--- src/rtl/seven_seg_scanner_pkg.sv ---
// rtl/seven_seg_scanner_pkg.sv - shared constants and types for the seven-segment scanner
// Holds the digit count, the segment bit positions, the hex glyph table and the
// display-configuration record that is double-buffered by the scanner.
package seven_seg_scanner_pkg;

   localparam int NUM_DIGITS = 4;

   // Segment bit positions within io_seg (active-low on the pins).
   localparam int SEG_A  = 0;
   localparam int SEG_B  = 1;
   localparam int SEG_C  = 2;
   localparam int SEG_D  = 3;
   localparam int SEG_E  = 4;
   localparam int SEG_F  = 5;
   localparam int SEG_G  = 6;
   localparam int SEG_DP = 7;

   // Active-high a..g glyphs; element n is the glyph for hex digit n.
   localparam logic [15:0][6:0] HEX_GLYPHS = {
      7'h71, 7'h79, 7'h5E, 7'h39, 7'h7C, 7'h77, 7'h6F, 7'h7F,
      7'h07, 7'h7D, 7'h6D, 7'h66, 7'h4F, 7'h5B, 7'h06, 7'h3F
   };

   typedef struct packed {
      logic [15:0]           value;
      logic [NUM_DIGITS-1:0] dp;
      logic                  lz;
   } disp_cfg_t;

endpackage

--- src/rtl/seven_seg_scanner_if.sv ---
// rtl/seven_seg_scanner_if.sv - load handshake bundle for the seven-segment scanner
// load_valid : value_in/dp_in/lz_en presented this cycle
// load_ready : scanner accepts loads (1 after reset)
// value_in   : four hex nibbles, [3:0] is the rightmost digit
// dp_in      : decimal point per digit, 1 = lit
// lz_en      : leading-zero suppression enable, captured with the value
interface seven_seg_scanner_if;
   import seven_seg_scanner_pkg::*;

   logic                  load_valid;
   logic                  load_ready;
   logic [15:0]           value_in;
   logic [NUM_DIGITS-1:0] dp_in;
   logic                  lz_en;

   modport master (output load_valid, value_in, dp_in, lz_en, input load_ready);
   modport slave  (input load_valid, value_in, dp_in, lz_en, output load_ready);

endinterface

--- src/rtl/seven_seg_scanner_decoder.sv ---
// rtl/seven_seg_scanner_decoder.sv - hex nibble to active-high seven-segment glyph
// nibble : 4-bit hex digit in
// seg    : active-high segments, bit0 = a .. bit6 = g
module seven_seg_decoder
   import seven_seg_scanner_pkg::*;
(
   input  logic [3:0] nibble,
   output logic [6:0] seg
);

   always_comb begin
      seg = HEX_GLYPHS[nibble];
   end

endmodule

--- src/rtl/seven_seg_scanner.sv ---
// rtl/seven_seg_scanner.sv - time-multiplexed four-digit seven-segment driver
// clk, rst_n  : system clock, asynchronous active-low reset
// load_if     : load handshake (slave side); loads go to a pending buffer
// io_seg      : segments, active-low, bit0 = a .. bit6 = g, bit7 = dp
// io_sel      : digit enables, active-low, bit k = digit k
// frame_done  : one-cycle pulse coinciding with the first blank of the digit-0 slot
module seven_seg_scanner
   import seven_seg_scanner_pkg::*;
#(
   parameter int DIGIT_CYCLES = 100000,
   parameter int BLANK_CYCLES = 500
)
(
   input  logic                   clk,
   input  logic                   rst_n,
   seven_seg_scanner_if.slave     load_if,
   output logic [7:0]             io_seg,
   output logic [NUM_DIGITS-1:0]  io_sel,
   output logic                   frame_done
);

   localparam int             CW      = $clog2(DIGIT_CYCLES);
   localparam logic [CW-1:0]  CNT_MAX = CW'(DIGIT_CYCLES - 1);
   localparam logic [CW-1:0]  CNT_BLK = CW'(BLANK_CYCLES);

   logic [1:0]            digit_q, digit_d;
   logic [CW-1:0]         cnt_q, cnt_d;
   disp_cfg_t             pend_q, pend_d;
   logic                  pend_full_q, pend_full_d;
   disp_cfg_t             act_q, act_d;
   logic                  load_ready_q, load_ready_d;
   logic                  wrap_q, wrap_d;
   logic [7:0]            io_seg_q, io_seg_d;
   logic [NUM_DIGITS-1:0] io_sel_q, io_sel_d;
   logic                  frame_done_q, frame_done_d;

   logic                  frame_end;
   disp_cfg_t             load_cfg;
   logic [15:0]           upper;
   logic [3:0]            nibble;
   logic [6:0]            glyph;
   logic                  lz_blank;

   // Only the currently scanned nibble is decoded.
   seven_seg_decoder u_decoder (
      .nibble (nibble),
      .seg    (glyph)
   );

   always_comb begin
      load_cfg = '{value: load_if.value_in, dp: load_if.dp_in, lz: load_if.lz_en};
      frame_end = (digit_q == 2'd3) && (cnt_q == CNT_MAX);

      // Scan counters.
      cnt_d   = cnt_q + 1'b1;
      digit_d = digit_q;
      if (cnt_q == CNT_MAX) begin
         cnt_d   = '0;
         digit_d = digit_q + 2'd1;
      end

      // Double buffer: loads land in pending; active only changes at frame end.
      pend_d      = pend_q;
      pend_full_d = pend_full_q;
      act_d       = act_q;
      if (load_if.load_valid) begin
         pend_d      = load_cfg;
         pend_full_d = 1'b1;
      end
      if (frame_end) begin
         if (load_if.load_valid) begin
            act_d       = load_cfg;
            pend_full_d = 1'b0;
         end else if (pend_full_q) begin
            act_d       = pend_q;
            pend_full_d = 1'b0;
         end
      end

      // Everything at and above the scanned digit, for leading-zero detection.
      upper    = act_q.value >> {digit_q, 2'b00};
      nibble   = upper[3:0];
      lz_blank = act_q.lz && (digit_q != 2'd0) && (upper == 16'h0000);

      io_sel_d = '1;
      io_seg_d = '1;
      if (cnt_q >= CNT_BLK) begin
         io_sel_d                 = ~(4'b0001 << digit_q);
         io_seg_d[SEG_DP]         = ~act_q.dp[digit_q];
         io_seg_d[SEG_G:SEG_A]    = lz_blank ? 7'h7F : ~glyph;
      end

      // Delayed one extra cycle so the pulse lines up with the digit-0 blank on io_sel.
      wrap_d       = frame_end;
      frame_done_d = wrap_q;
      load_ready_d = 1'b1;
   end

   always_ff @(posedge clk or negedge rst_n) begin
      if (!rst_n) begin
         digit_q      <= '0;
         cnt_q        <= '0;
         pend_q       <= '0;
         pend_full_q  <= 1'b0;
         act_q        <= '0;
         load_ready_q <= 1'b0;
         wrap_q       <= 1'b0;
         io_seg_q     <= 8'hFF;
         io_sel_q     <= '1;
         frame_done_q <= 1'b0;
      end else begin
         digit_q      <= digit_d;
         cnt_q        <= cnt_d;
         pend_q       <= pend_d;
         pend_full_q  <= pend_full_d;
         act_q        <= act_d;
         load_ready_q <= load_ready_d;
         wrap_q       <= wrap_d;
         io_seg_q     <= io_seg_d;
         io_sel_q     <= io_sel_d;
         frame_done_q <= frame_done_d;
      end
   end

   assign load_if.load_ready = load_ready_q;
   assign io_seg             = io_seg_q;
   assign io_sel             = io_sel_q;
   assign frame_done         = frame_done_q;

endmodule

--- src/flat_wrapper.sv ---
// flat-port wrapper written by rule: the top's interface ports become plain ports
module seven_seg_scanner_flat import seven_seg_scanner_pkg::*;
#(
   parameter int DIGIT_CYCLES = 100000,
   parameter int BLANK_CYCLES = 500
)
  (clk, rst_n, io_seg, io_sel, frame_done, load_if_load_valid, load_if_value_in, load_if_dp_in, load_if_lz_en, load_if_load_ready);
  seven_seg_scanner_if load_if_i ();
  input  logic clk;
  input  logic rst_n;
  output logic [7:0] io_seg;
  output logic [NUM_DIGITS-1:0] io_sel;
  output logic frame_done;
  input wire logic [$bits(load_if_i.load_valid)-1:0] load_if_load_valid;
  input wire logic [$bits(load_if_i.value_in)-1:0] load_if_value_in;
  input wire logic [$bits(load_if_i.dp_in)-1:0] load_if_dp_in;
  input wire logic [$bits(load_if_i.lz_en)-1:0] load_if_lz_en;
  output wire logic [$bits(load_if_i.load_ready)-1:0] load_if_load_ready;
  assign load_if_i.load_valid = load_if_load_valid;
  assign load_if_i.value_in = load_if_value_in;
  assign load_if_i.dp_in = load_if_dp_in;
  assign load_if_i.lz_en = load_if_lz_en;
  assign load_if_load_ready = load_if_i.load_ready;
  seven_seg_scanner #(.DIGIT_CYCLES(DIGIT_CYCLES), .BLANK_CYCLES(BLANK_CYCLES)) u_core (.clk(clk), .rst_n(rst_n), .load_if(load_if_i), .io_seg(io_seg), .io_sel(io_sel), .frame_done(frame_done));
endmodule
--- config.mk ---
export PLATFORM = sky130hd
export DESIGN_NAME = seven_seg_scanner_flat
export DESIGN_NICKNAME = d
export VERILOG_FILES = /design/src/rtl/seven_seg_scanner_pkg.sv /design/src/rtl/seven_seg_scanner_if.sv /design/src/rtl/seven_seg_scanner_decoder.sv /design/src/rtl/seven_seg_scanner.sv /design/src/flat_wrapper.sv
export SDC_FILE = /design/constraint.sdc
export NUM_CORES = 1
export LEC_CHECK = 0
export ABC_AREA = 1
export BUFFER_PORTS_ARGS = -buffer_cell sky130_fd_sc_hd__buf_2
export CAP_MARGIN = 25
export CELL_PAD_IN_SITES_DETAIL_PLACEMENT = 0
export CELL_PAD_IN_SITES_GLOBAL_PLACEMENT = 1
export CORE_UTILIZATION = 40
export DETAILED_ROUTE_END_ITERATION = 12
export PLACE_DENSITY = 0.73
export SYNTH_ARGS = -nofsm -noshare
export SYNTH_HDL_FRONTEND = slang
export SYNTH_SLANG_ARGS = --single-unit
export TNS_END_PERCENT = 10
--- constraint.sdc ---
create_clock -name clk -period 1.8 [get_ports clk]
set_input_delay 0.27 -clock clk [delete_from_list [all_inputs] [get_ports clk]]
set_output_delay 0.27 -clock clk [all_outputs]
set_load 0.1 [all_outputs]
==> impl_metrics.toml, run 1 <==
[run_status]
outcome = "finished clean"

[critical_path]
cpMaxStageDelayCell = "dfrtp_2"
cp_common_cell = "nand2_1"
worstPathCellList = "buf_12, o211ai_1, nand2_1, inv_2, ha_4, nand4_1, nor2_2, nand2_1, nand3_1"
worst-path-max-fanout = 7
timing.critical_path.buf_inv = 2
slowest_delay_ps = 440
startpoint_type = "flip-flop"
cp_top_family = "simple AND/OR/NAND/NOR gates"
arrival_ps = 1940
critPathKind = "reg2reg"
end_kind = "flip-flop"
cp.required_ps = 2090

[power]
pwr-share-clk_pct = 36.3
irDropWorstVdd_mv = 0.4911
power_switching_uw = 817.5
seqPwrFrac_pct = 56.2
p_int_uw = 2415
combPwrFrac_pct = 7.6
cellLeakagePower_uw = 0.002362
p_per_area_nw_per_um2 = 717.8
p_sw_share_pct = 25.29

[sta]
rsz0062_at_grt = "yes"
relSlewSlack_pct = 57.21
max_freq_ghz = 0.6063
finalSetupViolations = 0
fin_skew_ps = 8.721
tightest_slew_ps = 641.1
fin_crit_ps = 1649
finalCritPeriodShare_pct = 91.64
slew_violations = 0
hold_violations = 0

[clocking]
cts-buffers-inserted = 9
cts_root_buf = "clkbuf_8"
cts_tree = "done"
clkTransAtPathRegs_ps = 80
clock-sinks = 77
h-tree-depth = 3
clockBufferDepth = 2
clock_latency_ps = 360

[synthesis]
synth_fp_nets = 510
synth_commonest_cells = "nand2_1, dfrtp_1, inv_1"
yosysTopAreaCellShare_pct = 42.81
yosysMostFrequentCell = "nand2_1"
synth_cell_types = 33
syn_area_um2 = 3800
synth_flop_cell = "dfrtp_1"
yosysTopAreaCell = "dfrtp_1"
seq_area_frac_synth_pct = 51.10
syn-instance-count = 474
avgSynthCellArea_um2 = 8.017
ys_ff_latch = 77
synth_warnings = 0
synth_edf_count = 0
async_flop_share_pct = 100.0
synth_area_leaders = "dfrtp_1, nand2_1, dfstp_2, inv_1, ha_1"

[floorplanning]
die_h_um = 99.47
die-area_um2 = 9893
ios = 38
num_rows = 35
die_x_um = 99.47
coreArea_um2 = 9240
initial_core_util_pct = 41.12

[grt]
grt_max_degree = 48
grt_overflow = 0
grt_pass1_vias = 3036
antenna_found_initial = 0
grt_pass1_wl_um = 13910
globalRouteTotalUtil_pct = 17.91

[cells_and_area]
nets = 566
layout-drive-gt1-share_pct = 21.87
syn2layout_area_growth_pct = 18.51
finalCoreUtilization_pct = 48.73
fin_cells = 664
antenna_cells = 0

[drt]
wire_per_inst_um = 11.66
routed_wl_um = 7740
drt_iter0_drc = 94
drtPass1Iterations = 4
avgViaCountPerCell = 4.509
vias = 2994
drc = 0
ant_nets = 0

[placement]
port_buffers = 37
place.gp.congestion = 0.8579
place_hpwl_um = 5690
placed_cells = 642

[job]
drv_cap = 0

[hold_path]
min_path_type = "in2reg"
-- flip-flops by register name, indices dropped and copies added, names as in the netlist --
signal and flops:
u_core.io_seg 8, u_core.pend_full_q 1, u_core.pend_q 21, u_core.cnt_q 17
u_core.frame_done 1, u_core.io_sel 4, u_core.load_if.load_ready 1, u_core.frame_done_d 1
u_core.digit_q 2, u_core.act_q 21
-- layout by cell type (no fill, tap or decap), drive strengths merged --
master	synthesis	final
nand2	214	214
dfrtp	65	65
buf	7	54
inv	49	50
nor2	39	39
nand3	26	26
dfstp	12	12
clkbuf	4	12
ha	12	12
o21ai	11	11
xor2	8	8
nor3	8	8
nand4	7	7
a21oi	5	5
clkinv	1	4
nand3b	1	1
nor4	1	1
o211ai	1	1
or2	1	1
o22ai	1	1
clkinvlp	0	1
dlygate4sd3	0	1
conb	1	1
-- tightest hold or removal path: cells and delay by family --
family,cells,cell delay (ps)
AND/OR/NAND/NOR,2,110
buffers and inverters,1,70
-- power groups by stage --
stage	clock network [uW]	registers, uW	logic, uW
6_report	1170	1820	244
5_1_grt	1300	1820	286
4_1_cts	1240	1820	240
3_5_place_dp	0	1850	237
3_3_place_gp	0	1850	235
2_1_floorplan	0	1850	127
-- metal layers --
| layer | wire, um | global-route usage, % | up-vias |
|---|---|---|---|
| li1 | - | - | 1567 |
| met1 | 3754 | 23.01 | 1368 |
| met2 | 3592 | 29.27 | 49 |
| met3 | 262 | 4.216 | 10 |
| met4 | 131 | 7.127 | 0 |
| met5 | 0 | 0 | - |
-- through the flow --
stage	hold slack [ps]	power, uW	setup TNS, ps	setup slack (ps)	instance area, um^2
6_report	132.5	3232	0	150.5	4503
5_1_grt	129.4	3412	-79.10	-16.23	4503
4_1_cts	111.8	3295	0	35.79	4393
3_5_place_dp	117.5	2087	0	44.74	4207
3_3_place_gp	122.0	2083	0	102.6	4207
2_1_floorplan	-25.59	1976	0	0.06783	3800
-- worst paths after layout --
check,start,endpoint,slack (ps),cells after the start
worst min register to register,u_core.frame_done_d,u_core.frame_done,370,0
min in group asynchronous,rst_n,u_core.cnt_q[12],290,2
worst max register to register,u_core.digit_q[0],u_core.io_seg[6],150,9
max in group asynchronous,rst_n,u_core.io_seg[2],960,3
worst min-delay path,load_if_value_in[3],u_core.pend_q[8],130,3
worst max-delay path,u_core.digit_q[0],u_core.io_seg[6],150,9
-- repair_timing --
item,in CTS,in global routing
endpoints found under the hold margin,23,0
gates resized for setup,0,24
setup endpoints to repair,0,28
hold buffers,1,0
buffers inserted,0,5
-- logic make-up after synthesis --
family / synth area share, %
AO/OA/AOI/OAI: 2.865
XOR/XNOR: 1.844
adder cells (fa/ha/maj): 3.951
buffers and inverters: 6.980
flip-flops: 51.10
other: 0.09869
AND/OR/NAND/NOR: 33.16
-- final cells by class --
class                           count  area (um^2)
Fill cell                         920         4737
Clock buffer                       11        141.4
Tap cell                          129        161.4
Inverter                           50        190.2
Sequential cell                    77         1943
Timing Repair Buffer               56        375.4
Clock inverter                      5        35.03
Multi-Input combinational cell    336         1657
Note: power is estimated with default switching activity, not from simulation.
==> inputs of run 2 (changes only) <==
--- a/config.mk
+++ b/config.mk
@@ -12,7 +12,9 @@
 export CELL_PAD_IN_SITES_GLOBAL_PLACEMENT = 1
 export CORE_UTILIZATION = 40
 export DETAILED_ROUTE_END_ITERATION = 12
+export GPL_ROUTABILITY_DRIVEN = 0
 export PLACE_DENSITY = 0.73
+export SETUP_SLACK_MARGIN = 0.3
 export SYNTH_ARGS = -nofsm -noshare
 export SYNTH_HDL_FRONTEND = slang
 export SYNTH_SLANG_ARGS = --single-unit
==> constraint.sdc (replaced) <==
create_clock -name clk -period 1.8 [get_ports clk]
set_input_delay 0.18 -clock clk [delete_from_list [all_inputs] [get_ports clk]]
set_output_delay 0.18 -clock clk [all_outputs]
set_load 0.1 [all_outputs]
==> run 2 against run 1 <==
Effect of this change:
- count of clock-buffer cells in the layout shrank 1
- first-iteration DRC count grew 28%
- combinational power is essentially flat
- wire length grew 2.8%
- clock power is essentially flat
- via count grew 0.63%
- die area is the same
- power shrank 0.16%
- critical path depth grew 3
- global-route usage is essentially flat
- design area grew 0.67%
- sequential power is essentially flat
- largest power group unchanged
==> impl_metrics.toml, run 2 (synthesized netlist as in run 1, its figures left out) <==
[clocking]
cts-buffers-inserted = 9
h-tree-depth = 3
clockBufferDepth = 2
clock-sinks = 77
clock_latency_ps = 340
clkTransAtPathRegs_ps = 80
cts_root_buf = "clkbuf_8"
cts_tree = "done"

[sta]
hold_violations = 0
max_freq_ghz = 0.6092
setup_ws_ps = 158.5
finalCritPeriodShare_pct = 91.20
finalSetupViolations = 0
tightest_slew_ps = 629.4
tns_ps = 0
slew_violations = 0
relSlewSlack_pct = 58.00
fin_skew_ps = 10.70
fin_crit_ps = 1642
rsz0062_at_grt = "yes"

[floorplanning]
die_x_um = 99.47
die_h_um = 99.47
ios = 38
coreArea_um2 = 9240
num_rows = 35
die-area_um2 = 9893
initial_core_util_pct = 41.12

[power]
cellLeakagePower_uw = 0.002371
p_per_area_nw_per_um2 = 711.9
power_uw = 3227
irDropWorstVdd_mv = 0.3071

[critical_path]
worst-path-max-fanout = 5
worstPathCellList = "buf_6, o211ai_1, nand2_2, inv_2, ha_4, inv_1, nand2_1, nand2_1, nand2_1, nand2_1, inv_1, nand2_1"
r2r-start = "u_core.digit_q[0]"
critPathKind = "reg2reg"
arrival_ps = 1930
reg2reg_depth = 12
end_kind = "flip-flop"
cp.required_ps = 2090
slowest_delay_ps = 440
crit_end = "u_core.io_seg[3]"
startpoint_type = "flip-flop"
cp_common_cell = "nand2_1"
cpMaxStageDelayCell = "dfrtp_1"
reg2reg_to = "u_core.io_seg[3]"
regToRegSetupSlack_ps = 160
crit_start = "u_core.digit_q[0]"

[job]
drv_cap = 0

[grt]
grt_pass1_vias = 2950
grt_max_degree = 40
grt_overflow = 0
grt_pass1_wl_um = 13990
antenna_found_initial = 0
globalRouteTotalUtil_pct = 17.90

[drt]
ant_nets = 0
avgViaCountPerCell = 4.517
vias = 3013
wire_per_inst_um = 11.93
drt_iter0_drc = 120
drc = 0
drtPass1Iterations = 4
routed_wl_um = 7957

[cells_and_area]
nets = 569
syn2layout_area_growth_pct = 19.30
fillers = 940
antenna_cells = 0
mostFrequentLayoutCell = "nand2_1"
layout-drive-gt1-share_pct = 22.49
layout_common_cells = "nand2_1, dfrtp_1, inv_1"
finalCoreUtilization_pct = 49.06
reg_top3 = "u_core.act_q: 21 flops, u_core.pend_q: 21 flops, u_core.cnt_q: 17 flops"

[hold_path]
min_path_type = "in2reg"

[placement]
port_buffers = 37
dpl_worst_slack_ps = 30.74
place_hpwl_um = 5788

[run_status]
outcome = "finished clean"
## run 2: cell count changes in the layout (fill, tap and decap cells not counted), moves of 2 or more
cell     delta
buf_4       +3
nand2_1     -6
inv_1       +2
nand2_2     +5
nor3_2      -2
nor3_1      +2
## run 2: layout make-up
cell class	count	area [um^2]	share of cell area [%]
timing repair buffer	58	384.1	8.474
inverter	50	187.7	4.140
tap	129	161.4	3.561
multi-input combinational	337	1682	37.10
sequential	77	1942	42.84
clock buffer	10	137.6	3.036
clock inverter	6	38.79	0.8556
## run 2: how the worst min path moves through the flow
| stage | start | end | slack (ps) | depth (start not counted) |
|---|---|---|---|---|
| detailed placement | rst_n | u_core.cnt_q[12] | 200 | 1 |
| global placement | rst_n | u_core.cnt_q[12] | 190 | 1 |
| finish | load_if_value_in[0] | u_core.pend_q[5] | 60 | 3 |
| floorplan | rst_n | u_core.act_q[0] | -120 | 0 |
| CTS | load_if_value_in[9] | u_core.pend_q[14] | 40 | 3 |
| global route | load_if_value_in[1] | u_core.pend_q[6] | 60 | 3 |
## run 2: metrics by stage
step	instances	hold WS [ps]	cell area, um^2
2_1_floorplan	474	-115.6	3831
3_3_place_gp	641	186.9	4205
3_5_place_dp	641	197.4	4205
4_1_cts	665	42.74	4478
6_report	667	59.67	4533
5_1_grt	667	60.75	4533
## run 2: worst max-delay path: cells and delay by family, from the launching register on
family	cells	cell delay [ps]
DFF	1	440
adders and majority gates	1	200
AOI/OAI and AO/OA	1	170
and+or+nand+nor	6	400
buffers and inverters	4	370
## run 2: power breakdown
group / total [uW] / switching (uW) / internal, uW / leakage, uW
clock network: 1160 / 632 / 533 / 0.0000880
logic: 247 / 161 / 86.3 / 0.00132
registers: 1820 / 25.8 / 1790 / 0.000964
## run 2: repair_timing
action	4_1_cts	5_1_grt
cloned	0	1
pin swaps	2	7
setup endpoints to repair	40	49
hold buffers	1	0
resized for setup	8	13
buffers inserted	7	1
endpoints found under the hold margin	25	0
## run 2: metal layers
metal,GRT usage (%),up-vias,routed length [um]
li1,-,1573,-
met1,24.64,1373,3972
met2,28.21,51,3604
met3,3.373,16,249
met4,6.674,0,131
met5,0,-,0
